--- config.mk ---
export PLATFORM = sky130hd
export DESIGN_NAME = instruction_fetch
export DESIGN_NICKNAME = d
export VERILOG_FILES = /design/src/rtl/cpu_pkg.sv /design/src/rtl/instruction_fetch.sv
export SDC_FILE = /design/constraint.sdc
export NUM_CORES = 1
export LEC_CHECK = 0
export ABC_AREA = 1
export BUFFER_PORTS_ARGS = -buffer_cell sky130_fd_sc_hd__buf_4
export CAP_MARGIN = 0
export CORE_UTILIZATION = 42
export CTS_CLUSTER_SIZE = 10
export DETAILED_ROUTE_END_ITERATION = 8
export PLACE_DENSITY = 0.74
export SLEW_MARGIN = 10
export SYNTH_ARGS = -nofsm -noshare
export SYNTH_HDL_FRONTEND = slang
export SYNTH_SLANG_ARGS = --single-unit
--- constraint.sdc ---
create_clock -name clk -period 1.1 [get_ports clk]
set_input_delay 0.22 -clock clk [delete_from_list [all_inputs] [get_ports clk]]
set_output_delay 0.22 -clock clk [all_outputs]
set_load 0.01 [all_outputs]
--- src/rtl/cpu_pkg.sv ---
// +--------------------------------------------------------------------+
// | cpu_pkg: shared widths, fetch FSM states and opcode-format bit     |
// | Rev 1.0  initial release                                           |
// +--------------------------------------------------------------------+
`default_nettype none

package cpu_pkg;

  localparam int word_size    = 8;
  localparam int TWO_BYTE_BIT = 7;

  typedef enum logic [2:0] {
    REQ_OP   = 3'd0,
    WAIT_OP  = 3'd1,
`ifdef IF_TWO_BYTE_EN
    REQ_ARG  = 3'd2,
    WAIT_ARG = 3'd3,
`endif
    ISSUE    = 3'd4,
    REDIRECT = 3'd5
  } fetch_state_e;

endpackage

`default_nettype wire

--- src/rtl/instruction_fetch.sv ---
// +--------------------------------------------------------------------+
// | instruction_fetch: PC-driven fetch over req/ack, issue to decoder, |
// | branch redirect via load_pc. IF_TWO_BYTE_EN adds operand fetch.    |
// | Rev 1.0  initial release                                           |
// +--------------------------------------------------------------------+
`default_nettype none

module instruction_fetch
  import cpu_pkg::*;
(
  input  logic                 clk,
  input  logic                 rst,
  input  logic [word_size-1:0] pc_count,
  output logic                 inc_pc,
  output logic                 load_pc,
  output logic [word_size-1:0] pc_d,
  output logic                 mem_req,
  output logic [word_size-1:0] mem_addr,
  input  logic                 mem_ack,
  input  logic [word_size-1:0] mem_data,
  output logic                 instr_valid,
  input  logic                 instr_ready,
  output logic [word_size-1:0] instr_opcode,
  output logic [word_size-1:0] instr_operand,
  input  logic                 branch_taken,
  input  logic [word_size-1:0] branch_target
);

  fetch_state_e         state_q;
  logic                 mem_req_q;
  logic [word_size-1:0] mem_addr_q;
  logic                 load_pc_q;
  logic [word_size-1:0] pc_d_q;
  logic                 valid_q;
  logic [word_size-1:0] opcode_q;
  logic                 pend_q;
  logic [word_size-1:0] tgt_q;

  logic                 waiting;
  logic                 redir_req;
  logic                 do_redir;
  logic [word_size-1:0] redir_tgt;

  always_comb begin
    waiting = (state_q == WAIT_OP);
`ifdef IF_TWO_BYTE_EN
    waiting = waiting || (state_q == WAIT_ARG);
`endif
  end

  // A same-cycle branch wins over the captured target so the newest one is used.
  assign redir_req = branch_taken || pend_q;
  assign redir_tgt = branch_taken ? branch_target : tgt_q;
  assign do_redir  = redir_req && (state_q != REDIRECT) && (!waiting || mem_ack);

  // The PC must advance on the ack edge itself, so inc_pc is decoded rather than registered.
  assign inc_pc = waiting && mem_ack && !redir_req;

`ifdef IF_TWO_BYTE_EN
  logic [word_size-1:0] operand_q;
  assign instr_operand = operand_q;
`else
  assign instr_operand = '0;
`endif

  always_ff @(posedge clk or negedge rst) begin
    if (!rst) begin
      state_q    <= REQ_OP;
      mem_req_q  <= 1'b0;
      mem_addr_q <= '0;
      load_pc_q  <= 1'b0;
      pc_d_q     <= '0;
      valid_q    <= 1'b0;
      opcode_q   <= '0;
      pend_q     <= 1'b0;
      tgt_q      <= '0;
`ifdef IF_TWO_BYTE_EN
      operand_q  <= '0;
`endif
    end else begin
      if (branch_taken) begin
        pend_q <= 1'b1;
        tgt_q  <= branch_target;
      end
      if (do_redir) begin
        pend_q    <= 1'b0;
        load_pc_q <= 1'b1;
        pc_d_q    <= redir_tgt;
        mem_req_q <= 1'b0;
        valid_q   <= 1'b0;
        state_q   <= REDIRECT;
      end else begin
        case (state_q)
          REQ_OP: begin
            mem_addr_q <= pc_count;
            mem_req_q  <= 1'b1;
            state_q    <= WAIT_OP;
          end
          WAIT_OP: begin
            if (mem_ack) begin
              mem_req_q <= 1'b0;
              opcode_q  <= mem_data;
`ifdef IF_TWO_BYTE_EN
              if (mem_data[TWO_BYTE_BIT]) begin
                state_q <= REQ_ARG;
              end else begin
                operand_q <= '0;
                valid_q   <= 1'b1;
                state_q   <= ISSUE;
              end
`else
              valid_q <= 1'b1;
              state_q <= ISSUE;
`endif
            end
          end
`ifdef IF_TWO_BYTE_EN
          REQ_ARG: begin
            mem_addr_q <= pc_count;
            mem_req_q  <= 1'b1;
            state_q    <= WAIT_ARG;
          end
          WAIT_ARG: begin
            if (mem_ack) begin
              mem_req_q <= 1'b0;
              operand_q <= mem_data;
              valid_q   <= 1'b1;
              state_q   <= ISSUE;
            end
          end
`endif
          ISSUE: begin
            if (instr_ready) begin
              valid_q <= 1'b0;
              state_q <= REQ_OP;
            end
          end
          REDIRECT: begin
            load_pc_q <= 1'b0;
            state_q   <= REQ_OP;
          end
          default: state_q <= REQ_OP;
        endcase
      end
    end
  end

  assign mem_req      = mem_req_q;
  assign mem_addr     = mem_addr_q;
  assign load_pc      = load_pc_q;
  assign pc_d         = pc_d_q;
  assign instr_valid  = valid_q;
  assign instr_opcode = opcode_q;

endmodule

`default_nettype wire
==> metrics.md, run 1 <==
| Metric | Value |
|---|---|
| Share of the clock period used by the worst path | 122% |
| CP peak stage delay | 0.41 ns |
| Starting DRT DRC Count | 59 |
| Final ANT Viol Nets | 0 |
| Critical-path top delay cell | sky130_fd_sc_hd__dfrtp_1 |
| Sequential power share | 34.5% |
| TritonCTS clock tree | yes |
| Timing startpoint of the critical path | pend_q$_DFFE_PN0P_ |
| Rows | 21 |
| Htree depth | 2 |
| Number of sinks driven by the clock tree | 38 |
| Highest fanout seen on the critical path | 2 |
| R2R Setup Slk | -0.21 ns |
| Detailed Route WL | 3.57 mm |
| Number of antenna violations at the first check in global routing | 0 |
| Worst setup timing slack at the placement stage | -0.117 ns |
| WHS Endpoint | instr_opcode[4]$_DFFE_PN0P_ |
| Number of antenna diodes | 0 |
| Global Route Usage Sum | 17.7% |
| Core footprint | 0.00344 mm² |
| Total number of yosys warnings | 0 |
| Worst reg2reg path startpoint | state_q[2]$_DFFE_PN0P_ |
| Pin count of the biggest net entering global routing | 39 |
| Routing layer with the top usage in global route | met2 |
| Net count, final | 271 |
| Unrepaired setup endpoints after global routing | true |
| Final setup violation count | 23 |
| Number of storage elements in the synthesis netlist | 38 |
| Routed wire length per instance | 12.4 µm |
| Leakage power total | 1.26 nW |
| Clock latency at the later pin of the worst-skew pair | 0.28 ns |
| Cell count after placement | 266 |
| Arrival time reported for the critical path endpoint | 1.12 ns |
| R2r endpoint | pc_d[1]$_DFFE_PN0P_ |
| GRT overflow | 0 |
| Reg2reg path depth | 7 |
| GPL Wtd Cong | 0.761 |
| Post-synthesis area per instance | 9.95 µm² |
| DRC violation count after routing | 0 |
| Via density per instance | 4.67 |
| Max-slew violation total from the final report | 0 |
| Vias after detailed routing | 1345 |
| Height of the chip | 63.0 µm |
| Hold Fails Final Rpt | 0 |
| Final std cells w/o fill | 288 |
| Clk pin slew, worst setup/hold paths | 0.06 ns |
| Critical Path Source Type | register |
| Die Span X | 63.0 µm |
| Starting density of the core | 45.4% |
| Synthesized instance count | 157 |
| Run status | finished, violations left |
| Dpl hpwl | 2.23 mm |
| Count of maximum capacitance violations | 0 |
| Number of distinct library cells after synthesis | 17 |
| CTS buffer count | 5 |
| Syn-to-layout area delta | 54.3% |
| Met1 Usage GRT | 22.7% |
| Worst Path Class, Setup | register to output pin |
| Die Footprint | 0.00397 mm² |
| First-pass detailed-route iteration total | 4 |
| Area of the mapped netlist | 0.00156 mm² |
| Proportion of power drawn by the clock network | 13.0% |
| Post-route worst setup slack | -0.239 ns |
| Maximum number of buffers from clock root to sink | 2 |
| Type of the tightest min-delay check | input port to register |
| Worst hold slack | 0.126 ns |
| Clock skew after layout | 0.00288 ns |
| Startpoint of the lowest-slack hold path | mem_data[4] |
| Crit path capture type | output pin |
| Via count of the first global-routing pass | 1220 |
| Wire length of the first global-routing pass | 5.34 mm |
| Minimum clock period after layout | 1.34 ns |
| CP required | 0.88 ns |
| Proportion of synthesized chip area in sequential cells | 60.9% |
| Switching fraction of total power | 35.6% |
| Met3 Use GR | 4.01% |
| Maximum ir drop on the vdd rail | 1.33 mV |
| Hold Path Depth | 3 |
| Switching power | 2.38 mW |
| P per Cell Area | 2780 mW/mm² |
| Max Fclk | 747 MHz |
| Part of the total power dissipated in combinational logic | 52.4% |
| I/O pin total | 65 |
| Violated checks | setup timing |
| Buffers on Ports | 56 |
| Cell chain of the critical path | nor2_4 > nand3_2 > inv_4 > buf_6 |
| Clock root cell | sky130_fd_sc_hd__clkbuf_8 |
| Global-route track usage on met2 | 26.9% |
| Layout cells sized above 1 | 50.8% |
| Internal power | 4.32 mW |
-- synth_stat cells --
| library cell | instances | area share [%] |
|---|---|---|
| sky130_fd_sc_hd__inv_1 | 5 | 1.2 |
| sky130_fd_sc_hd__buf_6 | 2 | 1.4 |
| sky130_fd_sc_hd__conb_1 | 1 | 0.24 |
| sky130_fd_sc_hd__buf_4 | 8 | 3.8 |
| sky130_fd_sc_hd__nand3_2 | 1 | 0.64 |
| sky130_fd_sc_hd__mux2_2 | 8 | 5.8 |
| sky130_fd_sc_hd__o21ai_0 | 2 | 0.64 |
| sky130_fd_sc_hd__dfrtp_1 | 38 | 61 |
| sky130_fd_sc_hd__nand3_1 | 2 | 0.64 |
| sky130_fd_sc_hd__a31oi_1 | 8 | 3.2 |
| sky130_fd_sc_hd__nor2_4 | 2 | 1.4 |
| sky130_fd_sc_hd__nor2_2 | 1 | 0.40 |
| sky130_fd_sc_hd__nor2_1 | 16 | 3.8 |
| sky130_fd_sc_hd__nand2_1 | 59 | 14 |
| sky130_fd_sc_hd__inv_2 | 1 | 0.24 |
| sky130_fd_sc_hd__nand2_2 | 2 | 0.80 |
| sky130_fd_sc_hd__o21ai_2 | 1 | 0.56 |
-- worst max-delay path: cells and delay by family, from the launching register on --
family / cells / cell delay [ns]
buffers and inverters: 2 / 0.16
AND/OR/NAND/NOR: 2 / 0.26
flip-flops: 1 / 0.41
-- worst max path at each step --
| stage | to | slack (ns) | cells after the start |
|---|---|---|---|
| 2_1_floorplan | pc_d[7]$_DFFE_PN0P_ | -0.04 | 6 |
| 3_3_place_gp | mem_addr[2]$_DFFE_PN0P_ | -0.1 | 3 |
| 3_5_place_dp | mem_addr[6]$_DFFE_PN0P_ | -0.12 | 3 |
| 4_1_cts | inc_pc | -0.24 | 4 |
| 5_1_grt | inc_pc | -0.29 | 4 |
| 6_report | inc_pc | -0.24 | 4 |
-- timing repair --
action | in CTS | in global routing
hold buffers | 1 | 0
pin swaps | 4 | 12
setup endpoints to repair | 28 | 31
hold endpoints to repair | 38 | 0
gates cloned | 1 | 0
gates resized for setup | 12 | 31
buffers inserted | 7 | 9
-- flip-flops by register name, summed over array words and instances, names as in the netlist --
| signal | count |
|---|---|
| instr_opcode | 8 |
| instr_valid | 1 |
| load_pc | 1 |
| mem_addr | 8 |
| mem_req | 1 |
| pc_d | 8 |
| pend_q | 1 |
| state_q | 2 |
| tgt_q | 8 |
-- through the flow --
| stage | instance area [µm²] | setup TNS [ns] | total power [mW] | util, % |
|---|---|---|---|---|
| final | 2410 | -3.56 | 6.70 | 70.0 |
| after global routing | 2410 | -5.27 | 7.14 | 70.0 |
| after CTS | 2250 | -3.24 | 6.00 | 65.4 |
| after detailed placement | 2080 | -2.21 | 4.86 | 60.5 |
| after global placement | 2080 | -1.64 | 4.81 | 60.5 |
| after floorplan | 1600 | -0.227 | 3.57 | - |
-- layout by cell type, fill, tap and decap left out, drive strengths merged, types with 3 or more instances in the layout --
| master | n |
|---|---|
| a31oi | 8 |
| buf | 79 |
| clkbuf | 7 |
| conb | 8 |
| dfrtp | 38 |
| inv | 6 |
| mux2 | 8 |
| nand2 | 62 |
| nand3 | 3 |
| nor2 | 19 |
| o21ai | 3 |
-- power groups by stage --
stage                     sequential [mW]  clock, mW  combinational [mW]
after detailed placement             2.32          0                2.54
after global routing                 2.39      0.960                3.79
after floorplan                      2.51          0                1.06
after global placement               2.31          0                2.50
after CTS                            2.28      0.898                2.82
final                                2.31      0.874                3.51
-- layer usage --
layer,wire (µm),vias to the layer above,share of wire (%)
met2,1820,40,51
li1,-,650,-
met3,135,9,3.8
met4,102,0,2.9
met5,0,-,0
met1,1510,646,42
-- kinds of logic after synthesis --
group                  count (synthesis)  share of synthesized area [%]
and+or+nand+nor                       83                           22.0
DFF                                   38                           60.9
buffers and inverters                 16                           6.73
AOI/OAI and AO/OA                     11                           4.41
muxes                                  8                           5.77
other                                  1                          0.240
-- layout make-up --
| class | count | area [µm²] |
|---|---|---|
| clock buffers | 7 | 76.3 |
| fillers | 260 | 1030 |
| inverters | 6 | 25.0 |
| multi-input cells | 111 | 646 |
| flip-flops and latches | 38 | 952 |
| well taps | 46 | 57.6 |
| repair buffers | 80 | 653 |
(Power assumes the default switching activity.)
==> run 2, diff against run 1 <==
--- a/config.mk
+++ b/config.mk
@@ -11,7 +11,7 @@
 export CORE_UTILIZATION = 42
 export CTS_CLUSTER_SIZE = 10
 export DETAILED_ROUTE_END_ITERATION = 8
-export PLACE_DENSITY = 0.74
+export PLACE_DENSITY = 0.83
 export SLEW_MARGIN = 10
 export SYNTH_ARGS = -nofsm -noshare
 export SYNTH_HDL_FRONTEND = slang
==> metrics.md, run 2 (synthesis results as in run 1) <==
| Metric | Value |
|---|---|
| Leakage power total | 1.31 nW (+3.7%) |
| Reg2reg path depth | 5 (-2) |
| Pin count of the biggest net entering global routing | 39 (unchanged) |
| Hold Fails Final Rpt | 0 (unchanged) |
| I/O pin total | 65 (unchanged) |
| Worst reg2reg path startpoint | state_q[2]$_DFFE_PN0P_ |
| Die Span X | 63.0 µm (unchanged) |
| Final ANT Viol Nets | 0 (unchanged) |
| Clk pin slew, worst setup/hold paths | 0.07 ns (about the same) |
| TritonCTS clock tree | yes |
| Post-route worst setup slack | -0.298 ns (-0.0589 ns) |
| Worst setup timing slack at the placement stage | -0.136 ns (-0.0191 ns) |
| Type of the tightest min-delay check | input port to register |
| Critical Path Source Type | register |
| R2r endpoint | mem_addr[6]$_DFFE_PN0P_ |
| Maximum ir drop on the vdd rail | 1.61 mV (+20%) |
| R2R Setup Slk | -0.30 ns (-0.09 ns) |
| Dpl hpwl | 2.31 mm (+3.7%) |
| Syn-to-layout area delta | 60.3% |
| Max-slew violation total from the final report | 0 (unchanged) |
| Wire length of the first global-routing pass | 6.05 mm (+13%) |
| Core footprint | 0.00344 mm² (unchanged) |
| Final setup violation count | 23 (unchanged) |
| Max Fclk | 715 MHz (-4.2%) |
| Vias after detailed routing | 1395 (+3.7%) |
| Rows | 21 (unchanged) |
| Clock latency at the later pin of the worst-skew pair | 0.28 ns (about the same) |
| Number of antenna violations at the first check in global routing | 0 (unchanged) |
| Minimum clock period after layout | 1.40 ns (+0.0589 ns) |
| Clock skew after layout | 0.00904 ns (+0.00616 ns) |
| DRC violation count after routing | 0 (unchanged) |
| Arrival time reported for the critical path endpoint | 1.56 ns (+0.44 ns) |
| CTS buffer count | 5 (unchanged) |
| Net count, final | 274 (+1.1%) |
| Htree depth | 2 (unchanged) |
| Count of maximum capacitance violations | 0 (unchanged) |
| Starting DRT DRC Count | 47 (-20%) |
| Share of the clock period used by the worst path | 127% (+5.4 points) |
| Endpoint of the most critical setup path | mem_addr[6]$_DFFE_PN0P_ |
| Unrepaired setup endpoints after global routing | true |
| Via density per instance | 4.78 (+2.3%) |
| Buffers on Ports | 56 (unchanged) |
| Global Route Usage Sum | 20.0% (+2.3 points) |
| Detailed Route WL | 4.11 mm (+15%) |
| Maximum number of buffers from clock root to sink | 2 (unchanged) |
| GPL Wtd Cong | 0.795 (+4.5%) |
| Violated checks | setup timing |
| Leading cell type in the layout, fill and taps excluded | sky130_fd_sc_hd__buf_4 |
| First-pass detailed-route iteration total | 5 (+1) |
| P per Cell Area | 2820 mW/mm² (+1.4%) |
| Via count of the first global-routing pass | 1377 (+13%) |
| Worst Path Class, Setup | register to register |
| Number of antenna diodes | 0 (unchanged) |
| CP required | 1.26 ns (+0.38 ns) |
| Starting density of the core | 45.4% (unchanged) |
| Clock root cell | sky130_fd_sc_hd__clkbuf_8 |
| Layout cells sized above 1 | 54.9% (+4.1 points) |
| Die Footprint | 0.00397 mm² (unchanged) |
| Routed wire length per instance | 14.1 µm (+14%) |
| Run status | finished, violations left |
| Height of the chip | 63.0 µm (unchanged) |
| Highest fanout seen on the critical path | 5 (+3) |
| Top library cells by usage in the layout, fill and taps aside | 72 x sky130_fd_sc_hd__buf_4, 45 x sky130_fd_sc_hd__nand2_1, 38 x sky130_fd_sc_hd__dfrtp_1 |
| GRT overflow | 0 (unchanged) |
| Number of sinks driven by the clock tree | 38 (unchanged) |
| Crit path capture type | register |
| Timing startpoint of the critical path | state_q[2]$_DFFE_PN0P_ |
| Worst hold slack | 0.130 ns (+0.00398 ns) |
## run 2: cell types whose count changed in the layout (fill, tap and decap cells not counted), sizes merged
cell	delta
buf	+1
clkbuf	+2
clkinv	+1
## run 2: final cells by class
type,count,area [µm²]
clock buffers,7,86.3
fillers,264,938
multi-input cells,111,679
repair buffers,83,699
well taps,46,57.6
flip-flops and latches,38,951
clock inverters,1,5.00
inverters,6,25.0
## run 2: report_power, final
part	switching, mW	internal [mW]	leakage (nW)
Clock	0.471	0.506	0.0482
Combinational	1.74	2.02	0.805
Sequential	0.360	1.96	0.458
## run 2: worst max-delay path, cell delays in order (launching register included)
cell and delay, ns:
sky130_fd_sc_hd__dfrtp_1 0.44, sky130_fd_sc_hd__buf_6 0.16, sky130_fd_sc_hd__buf_4 0.13, sky130_fd_sc_hd__nor2_4 0.17
sky130_fd_sc_hd__nand2_4 0.10, sky130_fd_sc_hd__mux2_2 0.28
## run 2: timing repair
action                                  in CTS  in global routing
endpoints found under the setup margin      29                 31
hold buffers                                 1                  0
endpoints found under the hold margin       38                  0
cloned                                       1                  2
setup buffers                                8                  8
pin swaps                                    7                 14
gates resized for setup                     14                 34
## run 2: metrics by stage
stage / utilization [%] / std cells / setup TNS (ns) / power (mW) / cell area [µm²]
finish: 72.7 / 292 / -5.68 / 7.06 / 2500
global route: 72.7 / 292 / -7.01 / 7.48 / 2500
CTS: 66.5 / 284 / -3.27 / 6.17 / 2290
detailed placement: 60.5 / 266 / -2.30 / 4.86 / 2080
global placement: 60.5 / 266 / -1.07 / 4.76 / 2080
floorplan: - / 164 / -0.227 / 3.57 / 1600
## run 2: layer usage
metal  global-route usage (%)  routed length [µm]  part of all wire [%]
met5                        0                   0                     0
met4                     9.01                 131                   3.2
met3                     4.20                 151                   3.7
met2                     36.6                2220                    54
met1                     22.0                1610                    39
## run 2: worst min path at each step
stage,start,to,depth (start not counted)
finish,mem_data[6],instr_opcode[6]$_DFFE_PN0P_,3
CTS,mem_data[7],instr_opcode[7]$_DFFE_PN0P_,3
global route,mem_data[1],instr_opcode[1]$_DFFE_PN0P_,3
detailed placement,rst,pc_d[7]$_DFFE_PN0P_,1
floorplan,rst,instr_opcode[0]$_DFFE_PN0P_,0
global placement,rst,pc_d[7]$_DFFE_PN0P_,1
